===== src/rtl/router_port_drain_if.sv =====
// Router-port read handshake plus the framed byte stream leaving one drain stage.
interface router_port_drain_if;
   logic       vld_out;
   logic [7:0] data_out;
   logic       read_enb;
   logic       m_valid;
   logic [7:0] m_data;
   logic       m_first;
   logic       m_last;
   logic       m_ready;
   logic       pkt_err;
   logic [5:0] pkt_len;
   logic       stall_timeout;

   modport master (
      input  vld_out, data_out, m_ready,
      output read_enb, m_valid, m_data, m_first, m_last, pkt_err, pkt_len, stall_timeout
   );

   modport slave (
      output vld_out, data_out, m_ready,
      input  read_enb, m_valid, m_data, m_first, m_last, pkt_err, pkt_len, stall_timeout
   );
endinterface


===== src/rtl/router_port_drain.sv =====
// Drains one router output port into a skid FIFO, frames packets (header/payload/parity),
// checks parity and flushes itself when the router is about to soft-reset the port.
module router_port_drain #(
   parameter int DEPTH   = 4,
   parameter int TIMEOUT = 30
) (
   input  logic                 clk,
   input  logic                 resetn,
   router_port_drain_if.master  port
);
   localparam int AW = $clog2(DEPTH);
   localparam int OW = AW + 1;
   localparam int SW = $clog2(TIMEOUT);

   typedef enum logic [1:0] {S_HDR, S_PAY, S_PAR} state_t;

   logic [7:0]    mem_q [DEPTH];
   logic [AW-1:0] wr_ptr_q, wr_ptr_d;
   logic [AW-1:0] rd_ptr_q, rd_ptr_d;
   logic [OW-1:0] occ_q, occ_d;
   logic          inflight_q, inflight_d;
   state_t        state_q, state_d;
   logic [5:0]    cnt_q, cnt_d;
   logic [7:0]    acc_q, acc_d;
   logic [5:0]    pkt_len_q, pkt_len_d;
   logic [SW-1:0] stall_q, stall_d;
   logic [1:0]    flush_q, flush_d;

   logic          flush, rd_en, wr_en, pop, m_valid;
   logic          stall_cond, stall_hit;
   logic [7:0]    head;
   logic [OW:0]   pending;

   always_comb begin
      flush      = (flush_q != 2'd0);
      head       = mem_q[rd_ptr_q];
      // Reads are only issued while the skid can absorb every outstanding byte.
      pending    = {1'b0, occ_q} + {{OW{1'b0}}, inflight_q};
      rd_en      = port.vld_out & (pending < (OW+1)'(DEPTH)) & ~flush & ~resetn;
      m_valid    = (occ_q != '0) & ~flush & ~resetn;
      pop        = m_valid & port.m_ready;
      wr_en      = inflight_q & ~flush;
      stall_cond = port.vld_out & ~rd_en & ~flush & ~resetn;
      stall_hit  = stall_cond & (stall_q == SW'(TIMEOUT - 2));
   end

   always_comb begin
      wr_ptr_d   = wr_ptr_q;
      rd_ptr_d   = rd_ptr_q;
      inflight_d = rd_en;
      state_d    = state_q;
      cnt_d      = cnt_q;
      acc_d      = acc_q;
      pkt_len_d  = pkt_len_q;
      stall_d    = stall_cond ? stall_q + 1'b1 : '0;
      flush_d    = flush ? flush_q - 2'd1 : 2'd0;
      if (stall_hit) begin
         stall_d = '0;
         flush_d = 2'd2;
      end

      if (wr_en) wr_ptr_d = wr_ptr_q + 1'b1;
      if (pop)   rd_ptr_d = rd_ptr_q + 1'b1;
      occ_d = occ_q + OW'(wr_en) - OW'(pop);

      if (pop) begin
         case (state_q)
            S_HDR: begin
               pkt_len_d = head[7:2];
               cnt_d     = head[7:2];
               acc_d     = head;
               state_d   = (head[7:2] != 6'd0) ? S_PAY : S_PAR;
            end
            S_PAY: begin
               acc_d = acc_q ^ head;
               cnt_d = cnt_q - 6'd1;
               if (cnt_q == 6'd1) state_d = S_PAR;
            end
            default: begin
               state_d = S_HDR;
            end
         endcase
      end

      // The router is wiping its FIFO: drop everything and restart framing.
      if (flush) begin
         wr_ptr_d = '0;
         rd_ptr_d = '0;
         occ_d    = '0;
         state_d  = S_HDR;
         cnt_d    = '0;
         acc_d    = '0;
      end
   end

   always_ff @(posedge clk) begin
      if (resetn) begin
         wr_ptr_q   <= '0;
         rd_ptr_q   <= '0;
         occ_q      <= '0;
         inflight_q <= 1'b0;
         state_q    <= S_HDR;
         cnt_q      <= '0;
         acc_q      <= '0;
         pkt_len_q  <= '0;
         stall_q    <= '0;
         flush_q    <= 2'd0;
      end else begin
         wr_ptr_q   <= wr_ptr_d;
         rd_ptr_q   <= rd_ptr_d;
         occ_q      <= occ_d;
         inflight_q <= inflight_d;
         state_q    <= state_d;
         cnt_q      <= cnt_d;
         acc_q      <= acc_d;
         pkt_len_q  <= pkt_len_d;
         stall_q    <= stall_d;
         flush_q    <= flush_d;
      end
   end

   always_ff @(posedge clk) begin
      if (wr_en) mem_q[wr_ptr_q] <= port.data_out;
   end

   assign port.read_enb      = rd_en;
   assign port.m_valid       = m_valid;
   assign port.m_data        = head;
   assign port.m_first       = m_valid & (state_q == S_HDR);
   assign port.m_last        = m_valid & (state_q == S_PAR);
   assign port.pkt_err       = pop & (state_q == S_PAR) & ((acc_q ^ head) != 8'd0);
   assign port.pkt_len       = pkt_len_q;
   assign port.stall_timeout = stall_hit;
endmodule


===== src/flat_wrapper.sv =====
// flat-port wrapper written by rule: the top's interface ports become plain ports
module router_port_drain_flat 
#(
   parameter int DEPTH   = 4,
   parameter int TIMEOUT = 30
)
  (clk, resetn, port_vld_out, port_data_out, port_m_ready, port_read_enb, port_m_valid, port_m_data, port_m_first, port_m_last, port_pkt_err, port_pkt_len, port_stall_timeout);
  router_port_drain_if port_i ();
  input  logic clk;
  input  logic resetn;
  input wire logic [$bits(port_i.vld_out)-1:0] port_vld_out;
  input wire logic [$bits(port_i.data_out)-1:0] port_data_out;
  input wire logic [$bits(port_i.m_ready)-1:0] port_m_ready;
  output wire logic [$bits(port_i.read_enb)-1:0] port_read_enb;
  output wire logic [$bits(port_i.m_valid)-1:0] port_m_valid;
  output wire logic [$bits(port_i.m_data)-1:0] port_m_data;
  output wire logic [$bits(port_i.m_first)-1:0] port_m_first;
  output wire logic [$bits(port_i.m_last)-1:0] port_m_last;
  output wire logic [$bits(port_i.pkt_err)-1:0] port_pkt_err;
  output wire logic [$bits(port_i.pkt_len)-1:0] port_pkt_len;
  output wire logic [$bits(port_i.stall_timeout)-1:0] port_stall_timeout;
  assign port_i.vld_out = port_vld_out;
  assign port_i.data_out = port_data_out;
  assign port_i.m_ready = port_m_ready;
  assign port_read_enb = port_i.read_enb;
  assign port_m_valid = port_i.m_valid;
  assign port_m_data = port_i.m_data;
  assign port_m_first = port_i.m_first;
  assign port_m_last = port_i.m_last;
  assign port_pkt_err = port_i.pkt_err;
  assign port_pkt_len = port_i.pkt_len;
  assign port_stall_timeout = port_i.stall_timeout;
  router_port_drain #(.DEPTH(DEPTH), .TIMEOUT(TIMEOUT)) u_core (.clk(clk), .resetn(resetn), .port(port_i));
endmodule

===== config.mk =====
export PLATFORM = sky130hd
export DESIGN_NAME = router_port_drain_flat
export DESIGN_NICKNAME = d
export VERILOG_FILES = /design/src/rtl/router_port_drain_if.sv /design/src/rtl/router_port_drain.sv /design/src/flat_wrapper.sv
export SDC_FILE = /design/constraint.sdc
export NUM_CORES = 1
export LEC_CHECK = 0
export BUFFER_PORTS_ARGS = -buffer_cell sky130_fd_sc_hd__buf_2
export CORE_AREA = 3 3 84 86
export DETAILED_ROUTE_END_ITERATION = 10
export DIE_AREA = 0 0 87 89
export PLACE_DENSITY = 0.72
export SLEW_MARGIN = 20
export SYNTH_ARGS = -nofsm -noshare
export SYNTH_HDL_FRONTEND = slang
export SYNTH_SLANG_ARGS = --single-unit

===== constraint.sdc =====
create_clock -name clk -period 2.5 [get_ports clk]
set_input_delay 0.375 -clock clk [delete_from_list [all_inputs] [get_ports clk]]
set_output_delay 0.375 -clock clk [all_outputs]
set_load 0.005 [all_outputs]

## Yosys cells after proc, flatten, opt, wreduce, memory -nomap -nowiden

Memory sizes are Yosys's and may differ from the RTL's. A register that Yosys moved wholly into a read port is not among the register bits.
Cells that the tools add are included.

- Register bits after elaboration: 37
- Memory bits (writable): 32
- Bits of input ports: 12
- Output and inout bits: 20
- Word-level logic and storage cells: 69
- Memories: 1

Memories:

| memory | words | width | rd ports | clocked after Yosys merged registers in | write ports | RTL line | source |
|---|---|---|---|---|---|---|---|
| u_core.mem_q | 4 | 8 | 1 | 1 | 1 | router_port_drain.sv:17 | `logic [7:0] mem_q [DEPTH];` |

- Add/subtract/negate cells: 8
- Magnitude comparators: 1
- Equal/unequal tests: 5
- Multiplexer cells: 11
- Bitwise operators: 20
- Reductions and logical operators: 12

Operators by type and width:

| kind | count |
|---|---|
| 8-bit one-hot mux with 2 select lines | 1 |
| 1-bit bitwise AND | 15 |
| 2-bit two-way mux | 6 |
| 6-bit one-hot mux with 2 select lines | 1 |
| 8-bit nonzero test | 1 |
| 8-bit XOR | 1 |
| 6-bit by 1-bit == test with 1-bit output, second input constant | 1 |
| 2-bit AND reduction | 3 |
| 6-bit nonzero test | 1 |
| 3-bit OR reduction | 2 |
| 6-bit by 1-bit subtractor with 6-bit output, second input constant | 1 |
| 5-bit by 1-bit adder with 5-bit output, second input constant | 1 |
| 5-bit == test, second input constant | 1 |
| 2-bit by 1-bit adder with 2-bit output, second input constant | 2 |
| 3-bit by 1-bit adder with 4-bit output | 1 |
| 4-bit by 3-bit < comparator with 1-bit output, second input constant | 1 |
| 1-bit inverter | 4 |
| 2-bit one-hot mux with 2 select lines | 1 |
| 2-bit nonzero test | 2 |
| 3-bit by 1-bit adder with 3-bit output | 1 |
| 3-bit nonzero test | 1 |
| 3-bit by 1-bit subtractor with 3-bit output | 1 |
| 2-bit by 1-bit == test with 1-bit output, second input constant | 1 |
| 2-bit == test, second input constant | 1 |
| 5 further kinds | 6 |

## Longest topological paths before layout

Gate-level depths: netlist of the first run.

- Depth after elaboration: 11
- Gate-level depth with buffers: 10

## Worst setup path after synthesis of the first run

OpenSTA, ideal clock, no wires.

- Path type: input-to-reg
- From: in resetn
- To: reg u_core.occ_q[1]
- Data arrival time: 2,178 ps
- Path slack: 207 ps
- Cell stages on the path: 9
- Path buffers: 1
- Cells stage by stage: buf_6 nor3_1 nand3_1 inv_1 ha_1 inv_1 ha_1 fa_1 and2_1

- Longest elaborated chain between the ends: 4
- Elaborated cells on any way between the ends: 5

RTL lines:

| item | RTL line | source |
|---|---|---|
| from (decl) | flat_wrapper.sv:10 | `input logic resetn;` |
| 1-bit inverter | router_port_drain.sv:40 | `m_valid = (occ_q != '0) & ~flush & ~resetn;` |
| 1-bit bitwise AND | router_port_drain.sv:40 |  |
| 1-bit bitwise AND | router_port_drain.sv:41 | `pop = m_valid & port.m_ready;` |
| named net u_core.pop | router_port_drain.sv:29 | `logic flush, rd_en, wr_en, pop, m_valid;` |
| 3-bit by 1-bit subtractor with 3-bit output | router_port_drain.sv:64 | `occ_d = occ_q + OW'(wr_en) - OW'(pop);` |
| to (signal assigned) | router_port_drain.sv:100 | `occ_q <= '0;` |
| to (signal assigned) | router_port_drain.sv:111 | `occ_q <= occ_d;` |
| to (decl) | router_port_drain.sv:20 | `logic [OW-1:0] occ_q, occ_d;` |

The timed path passes the listed nets, and every way through them passes these cells.
A chain may end at the register's enable or synchronous reset.

==> flow_summary.ini, run 1 <==
[route]
route.detailed.wl_per_inst_um = 15.9
highest-signal-layer = met4
postRouteWirelength_um = 6580
routedLengthMet1_um = 2910
met3WireLength_um = 377
drt.antenna.violating_nets = 0
drtIter0Drc = 124
met2RoutedLength_um = 3110
drc_errors = 0
detailedRoute.firstPassIterationCount = 4
via_count = 2362
vias_per_cell = 5.71

[worst_setup_path]
path_cells = buf_8 > mux4_2 > xnor2_1 > nand4_1 > o2111a_1 > buf_2
master_of_the_slowest_instance_on_the_critical_path = mux4_2
regToRegStartpoint = u_core.occ_q[1]$_SDFF_PP0_
reg2reg_slack_ns = 0.37
r2r.worst_path.cells = 9
regToRegEndpoint = u_core.occ_q[2]$_SDFF_PP0_
maximum_cell_stage_delay_along_the_critical_path_ns = 0.55
cp_max_fo = 7
critPathArrivalTime_ns = 2.09
path_class = reg -> out
crit_buf_inv = 2
startpoint_type_of_the_worst_setup_path = flip-flop
worst_setup_path_end_kind = output pin
path_delay_family = multiplexers
worstPathRequired_ns = 2.12

[power_and_ir_drop]
max-vdd-ir-drop_mv = 0.555
leakagePower_nw = 1.39
power.density_nw_per_um2 = 876

[floorplan]
fp.dieW_um = 87
floorplan.initialDensity_pct = 50.8
placement_rows = 29
fp.dieH_um = 89
core_region_area_um2 = 6350
number_of_top_level_pins = 32
floorplan.die_area_um2 = 7740

[cells_and_area]
n_antenna_cell = 0
fill_cell_instance_count_of_the_final_layout = 522
area_growth_syn_to_layout_pct = 15.4
postLayoutCoreUtil_pct = 58.6
final_layout_size_suffix_gt1_share_pct = 22.3
finalNetCount = 356
final-instance-count-excl-fill = 414

[cts]
sink_count = 71
ctsRootBufferMaster = clkbuf_8
ctsHoldBuffers = 0
max-clock-path-buffers = 2
clock_insertion_delay_worst_skew_ns = 0.34
number_of_cts_inserted_buffers = 9
tritoncts = built
cts_max_level = 3
clkTransAtPathRegs_ns = 0.07

[timing]
hold_viol = 0
worstMarginPinSlew_ns = 0.682
setup-violations-final = 0
max_freq_mhz = 406
fin_skew_ns = 0.00560
slew_headroom_pct = 54.5
period_needed_ns = 2.46
tcrit_tclk_final_pct = 98.4
slew_violations = 0
rsz0062_at_grt = yes

[logic_synthesis]
synth.top_cell.area_share_pct = 29.8
yosys_warnings = 0
dominantRegCellSynth = dfxtp_1
synth.top_cells.by_count = 39 x dfxtp_1, 32 x edfxtp_1, 28 x nor2_1
post_synth_edffs = 32
post_synth_num_cell_types = 41
synth_area_per_cell_um2 = 11.1
fraction_of_registers_with_async_set_reset_pct = 0
most_instantiated_library_cell_after_synthesis = dfxtp_1
ranking_of_synthesized_cells_by_area = edfxtp_1 30%, dfxtp_1 24%, mux4_2 5.6%
postSynthRegisterBits = 71
postSynthNetCount = 314
syn_area_um2 = 3220
synth-seq-area-share_pct = 54.0
synth_cells = 290
synth_top_area_cell = edfxtp_1

[grt]
grt_start_max_net_pins = 20
number_of_antenna_violations_at_the_first_check_in_global_routing = 0
global_route.usage.total_pct = 18.3
grt_pass1_wl_um = 10700
grt_residual_overflow = 0
grt_pass1_vias = 2196

[flow_run]
max_cap_viol_count = 0

[placed_design]
placedCellCount = 392
gp_congestion = 0.846
numPortBuffers = 31
detailedPlacementHpwl_um = 4470

[min_path]
timing.hold.worst.class = in -> reg
hold_depth = 1
timing.hold.worst_endpoint = u_core.mem_q[3][7]$_DFFE_PP_
hold_path.startpoint = port_data_out[7]

[outcome]
status = completed
[layer usage]
metal | global-route usage, % | up-vias
li1 | - | 1132
met4 | 8.50 | 0
met5 | 0 | -
met1 | 22.9 | 1141
met3 | 5.99 | 15
met2 | 28.7 | 74
[worst max-delay path by stage]
stage	cells past startpoint	endpoint	from
after global routing	6	port_pkt_err	flip-flop
final	6	port_pkt_err	flip-flop
after global placement	6	port_pkt_err	flip-flop
after floorplan	9	u_core.occ_q[1]$_SDFF_PP0_	resetn
after CTS	6	port_pkt_err	flip-flop
after detailed placement	6	port_pkt_err	flip-flop
[power breakdown]
| group | leakage (nW) | internal [mW] | switching (mW) | total (mW) |
|---|---|---|---|---|
| Sequential | 0.608 | 1.33 | 0.105 | 1.44 |
| Combinational | 0.696 | 0.413 | 0.545 | 0.958 |
| Clock | 0.0884 | 0.453 | 0.411 | 0.864 |
[through the flow]
step	hold WS [ns]	area [um^2]	setup TNS (ns)	power, mW	setup WS [ns]
4_1_cts	0.234	3700	0	3.26	0.0221
6_report	0.251	3720	0	3.26	0.0392
2_1_floorplan	0.430	3220	0	2.10	0.207
5_1_grt	0.234	3720	-0.0655	3.46	-0.0655
3_3_place_gp	0.445	3470	0	2.33	0.314
3_5_place_dp	0.470	3470	0	2.36	0.259
[repair_timing]
| action | 4_1_cts | 5_1_grt |
|---|---|---|
| setup endpoints to repair | 1 | 1 |
| gates resized for setup | 3 | 3 |
| setup buffers | 6 | 0 |
| pin swaps | 0 | 3 |
[state kept, by name (all words and copies together) (netlist names), named ones only]
name,cells
u_core.stall_q,5
u_core.rd_ptr_q,2
u_core.occ_q,3
u_core.inflight_q,1
u_core.flush_q,2
u_core.state_q,2
u_core.wr_ptr_q,2
u_core.port.pkt_len,6
u_core.cnt_q,6
u_core.acc_q,8
u_core.mem_q,32
[area by class of cell]
cell class,instances,area (um^2),area share [%]
Inverter,15,56.3,1.51
Timing Repair Buffer,47,283,7.60
Multi-Input combinational cell,188,1360,36.6
Clock buffer,11,131,3.53
Clock inverter,5,50.0,1.34
Tap cell,77,96.3,2.59
Sequential cell,71,1740,46.9
[logic make-up after synthesis]
group	count (synthesis)	synth area share [%]
AOI/OAI and AO/OA	51	9.82
xor gates and xnor gates	18	4.89
adders and majority gates	12	4.89
buffers and inverters	31	4.23
DFF	71	54.0
muxes	10	6.21
and+or+nand+nor	97	15.9
[placed cells by master (no fill, tap or decap), types with 7 or more instances in the layout]
| cell | synthesis | layout |
|---|---|---|
| a21oi_1 | 17 | 17 |
| mux4_2 | 8 | 8 |
| dfxtp_1 | 39 | 37 |
| nor3_1 | 9 | 9 |
| xnor2_1 | 11 | 9 |
| buf_4 | 0 | 15 |
| ha_1 | 11 | 11 |
| clkbuf_8 | 0 | 9 |
| edfxtp_1 | 32 | 32 |
| nor2b_1 | 7 | 7 |
| o21ai_1 | 7 | 7 |
| o21ai_0 | 13 | 13 |
| xor2_1 | 7 | 7 |
| inv_1 | 15 | 15 |
| buf_2 | 4 | 31 |
| nor4_1 | 9 | 9 |
| nor2_1 | 28 | 28 |
| nand2_1 | 13 | 13 |
Note: power is estimated with default switching activity, not from simulation.
==> run 2: changes to the inputs <==
--- a/config.mk
+++ b/config.mk
@@ -5,11 +5,12 @@
 export SDC_FILE = /design/constraint.sdc
 export NUM_CORES = 1
 export LEC_CHECK = 0
+export ABC_AREA = 1
 export BUFFER_PORTS_ARGS = -buffer_cell sky130_fd_sc_hd__buf_2
-export CORE_AREA = 3 3 84 86
+export CORE_AREA = 3 3 86 88
 export DETAILED_ROUTE_END_ITERATION = 10
-export DIE_AREA = 0 0 87 89
-export PLACE_DENSITY = 0.72
+export DIE_AREA = 0 0 89 91
+export PLACE_DENSITY = 0.71
 export SLEW_MARGIN = 20
 export SYNTH_ARGS = -nofsm -noshare
 export SYNTH_HDL_FRONTEND = slang
==> flow_summary.ini, run 2 <==
[grt]
number_of_antenna_violations_at_the_first_check_in_global_routing = 0
global_route.usage.total_pct = 18.3
grt_start_max_net_pins = 20
grt_residual_overflow = 0
grt_pass1_vias = 2428
grt_pass1_wl_um = 11300

[floorplan]
fp.dieH_um = 91
number_of_top_level_pins = 32
fp.dieW_um = 89
floorplan.initialDensity_pct = 49.9
core_region_area_um2 = 6720
placement_rows = 30
floorplan.die_area_um2 = 8100

[logic_synthesis]
synth_cells = 399
synth-seq-area-share_pct = 51.9
dominantRegCellSynth = dfxtp_1
synth_top_area_cell = edfxtp_1
fraction_of_registers_with_async_set_reset_pct = 0
ranking_of_synthesized_cells_by_area = edfxtp_1 29%, dfxtp_1 23%, nand2_1 10%
postSynthNetCount = 423
synth.top_cells.by_count = 89 x nand2_1, 54 x inv_1, 47 x nor2_1
post_synth_edffs = 32
synth.top_cell.area_share_pct = 28.6
most_instantiated_library_cell_after_synthesis = nand2_1
syn_area_um2 = 3350
synth_area_per_cell_um2 = 8.41
yosys_warnings = 0
post_synth_num_cell_types = 28
postSynthRegisterBits = 71

[cells_and_area]
n_antenna_cell = 0
final-instance-count-excl-fill = 524
finalNetCount = 463
fill_cell_instance_count_of_the_final_layout = 616
final_layout_size_suffix_gt1_share_pct = 16.4
area_growth_syn_to_layout_pct = 13.8
largest_registers = u_core.mem_q x32, u_core.acc_q x8
most_frequent_cells_in_the_layout = 89 x nand2_1, 54 x inv_1, 47 x nor2_1
max_flop_register = u_core.mem_q
most_frequent_standard_cell_in_the_layout_excluding_fill_and_tap_cells = nand2_1
largest_reg_flops = 32

[power_and_ir_drop]
max-vdd-ir-drop_mv = 0.293
clock_power_share_pct = 29.9
p_switching_mw = 1.10
sw_frac_of_total_pct = 33.3
power.density_nw_per_um2 = 865
sequentialPowerShare_pct = 42.5
internal_power_mw = 2.20
comb_power_share_pct = 27.6
leakagePower_nw = 1.73

[worst_setup_path]
path_class = reg -> out
maximum_cell_stage_delay_along_the_critical_path_ns = 0.32
path_delay_family = simple AND/OR/NAND/NOR gates
master_of_the_slowest_instance_on_the_critical_path = dfxtp_1
r2r.worst_path.cells = 11
regToRegEndpoint = u_core.occ_q[2]$_SDFF_PP0_
reg2reg_slack_ns = 0.43
cpMostUsedCell = nand2_1
crit_buf_inv = 2
path_cells = inv_1 > nand3_1 > nand2_1 > nand2_1 > nand2_1 > nand2_1 > nor2_1 > a21oi_1 > buf_2
cp_max_fo = 8
worst_setup_path_end_kind = output pin
worstPathRequired_ns = 2.12
critPathArrivalTime_ns = 1.86
startpoint_type_of_the_worst_setup_path = flip-flop
regToRegStartpoint = u_core.flush_q[0]$_SDFF_PP0_

[route]
drt.antenna.violating_nets = 0
drtIter0Drc = 173
routedLengthMet1_um = 3170
via_count = 2625
detailedRoute.firstPassIterationCount = 4
vias_per_cell = 5.01
met2RoutedLength_um = 3170
met3WireLength_um = 377
route.detailed.wl_per_inst_um = 13.0
postRouteWirelength_um = 6790
highest-signal-layer = met4
drc_errors = 0

[timing]
slew_headroom_pct = 73.1
slew_violations = 0
final.setup.worst_slack_ns = 0.265
fin_skew_ns = 0.0119
hold_ws_ns = 0.250
hold_viol = 0
tcrit_tclk_final_pct = 89.4
max_freq_mhz = 447
sum_of_negative_setup_slack_ns = 0
worstMarginPinSlew_ns = 0.403
period_needed_ns = 2.24
setup-violations-final = 0
rsz0062_at_grt = no

[min_path]
timing.hold.worst.class = in -> reg
timing.hold.worst_endpoint = u_core.mem_q[0][1]$_DFFE_PP_
hold_path.startpoint = port_data_out[1]
hold_depth = 1

[placed_design]
pre_cts_slack_ns = 0.286
gp_congestion = 0.818
placedCellCount = 508
detailedPlacementHpwl_um = 4830
numPortBuffers = 31

[cts]
ctsRootBufferMaster = clkbuf_8
sink_count = 71
tritoncts = built
number_of_cts_inserted_buffers = 9
max-clock-path-buffers = 2
ctsHoldBuffers = 0
clkTransAtPathRegs_ns = 0.08
cts_max_level = 3
clock_insertion_delay_worst_skew_ns = 0.34
cts.repair_timing.setup_buffer_count = 0
postCtsResizedCells = 0

[outcome]
status = completed

[flow_run]
max_cap_viol_count = 0
==> run 2: cell count changes in the layout (fill, tap and decap cells not counted), sizes merged, moves of 6 or more <==
| cell | change |
|---|---|
| and2 | -6 |
| inv | +40 |
| a21oi | +15 |
| xnor2 | -10 |
| nor2 | +21 |
| mux4 | -8 |
| o21ai | -13 |
| nand2 | +90 |
| nor4 | -10 |
| buf | -8 |
| nor2b | -7 |
| nor3 | -6 |
| nand3 | +37 |
==> run 2: logic make-up (layout without fill, tap and decap cells) <==
family / Yosys count / count (layout) / share of synthesized area, %
compound gates: 43 / 43 / 6.71
flops: 71 / 71 / 51.9
fa+ha+maj: 12 / 12 / 4.70
buf+inv: 66 / 111 / 8.24
simple gates: 201 / 201 / 26.9
xor+xnor: 6 / 6 / 1.57
==> run 2: worst max-delay path by stage <==
stage / startpoint / to / slack (ns) / depth (start not counted)
after CTS: flip-flop / port_pkt_err / 0.25 / 9
final: flip-flop / port_pkt_err / 0.26 / 9
after detailed placement: resetn / u_core.occ_q[2]$_SDFF_PP0_ / 0.29 / 12
after global routing: flip-flop / port_pkt_err / 0.07 / 10
after global placement: resetn / u_core.occ_q[2]$_SDFF_PP0_ / 0.36 / 12
after floorplan: resetn / u_core.occ_q[2]$_SDFF_PP0_ / 0.52 / 12
==> run 2: power groups by stage <==
stage / clock (mW) / sequential (mW) / combinational (mW)
after global placement: 0 / 1.42 / 0.884
after CTS: 1.00 / 1.40 / 0.916
after global routing: 1.06 / 1.42 / 1.06
after detailed placement: 0 / 1.43 / 0.911
final: 0.986 / 1.40 / 0.912
after floorplan: 0 / 1.41 / 0.688
==> run 2: metrics by stage <==
step / instance area [um^2] / util (%) / power [mW]
floorplan: 3350 / - / 2.10
global placement: 3600 / 53.6 / 2.31
detailed placement: 3600 / 53.6 / 2.34
CTS: 3820 / 56.8 / 3.32
global route: 3820 / 56.8 / 3.55
finish: 3820 / 56.8 / 3.30
==> run 2: cell type report <==
class | instances | area, um^2 | area share (%)
well taps | 80 | 100 | 2.62
clock inverters | 7 | 87.6 | 2.30
repair buffers | 39 | 215 | 5.64
multi-input cells | 262 | 1340 | 35.0
flip-flops and latches | 71 | 1740 | 45.6
clock buffers | 9 | 124 | 3.25
inverters | 56 | 211 | 5.54
==> run 2: worst register-to-register path, cell delays in order, from the launching register on <==
cell and delay, ns:
dfxtp_1 0.42, nor2_4 0.07, nand2_4 0.11, clkinv_2 0.09
nand2_4 0.10, nor2_8 0.06, ha_1 0.29, inv_1 0.04
ha_1 0.18, fa_1 0.38, xor2_1 0.17, nor2_1 0.05
==> run 2: metal layers <==
layer | vias to the layer above | track usage [%]
met5 | - | 0
met2 | 65 | 27.5
met1 | 1201 | 25.1
li1 | 1353 | -
met3 | 6 | 4.54
met4 | 0 | 7.07
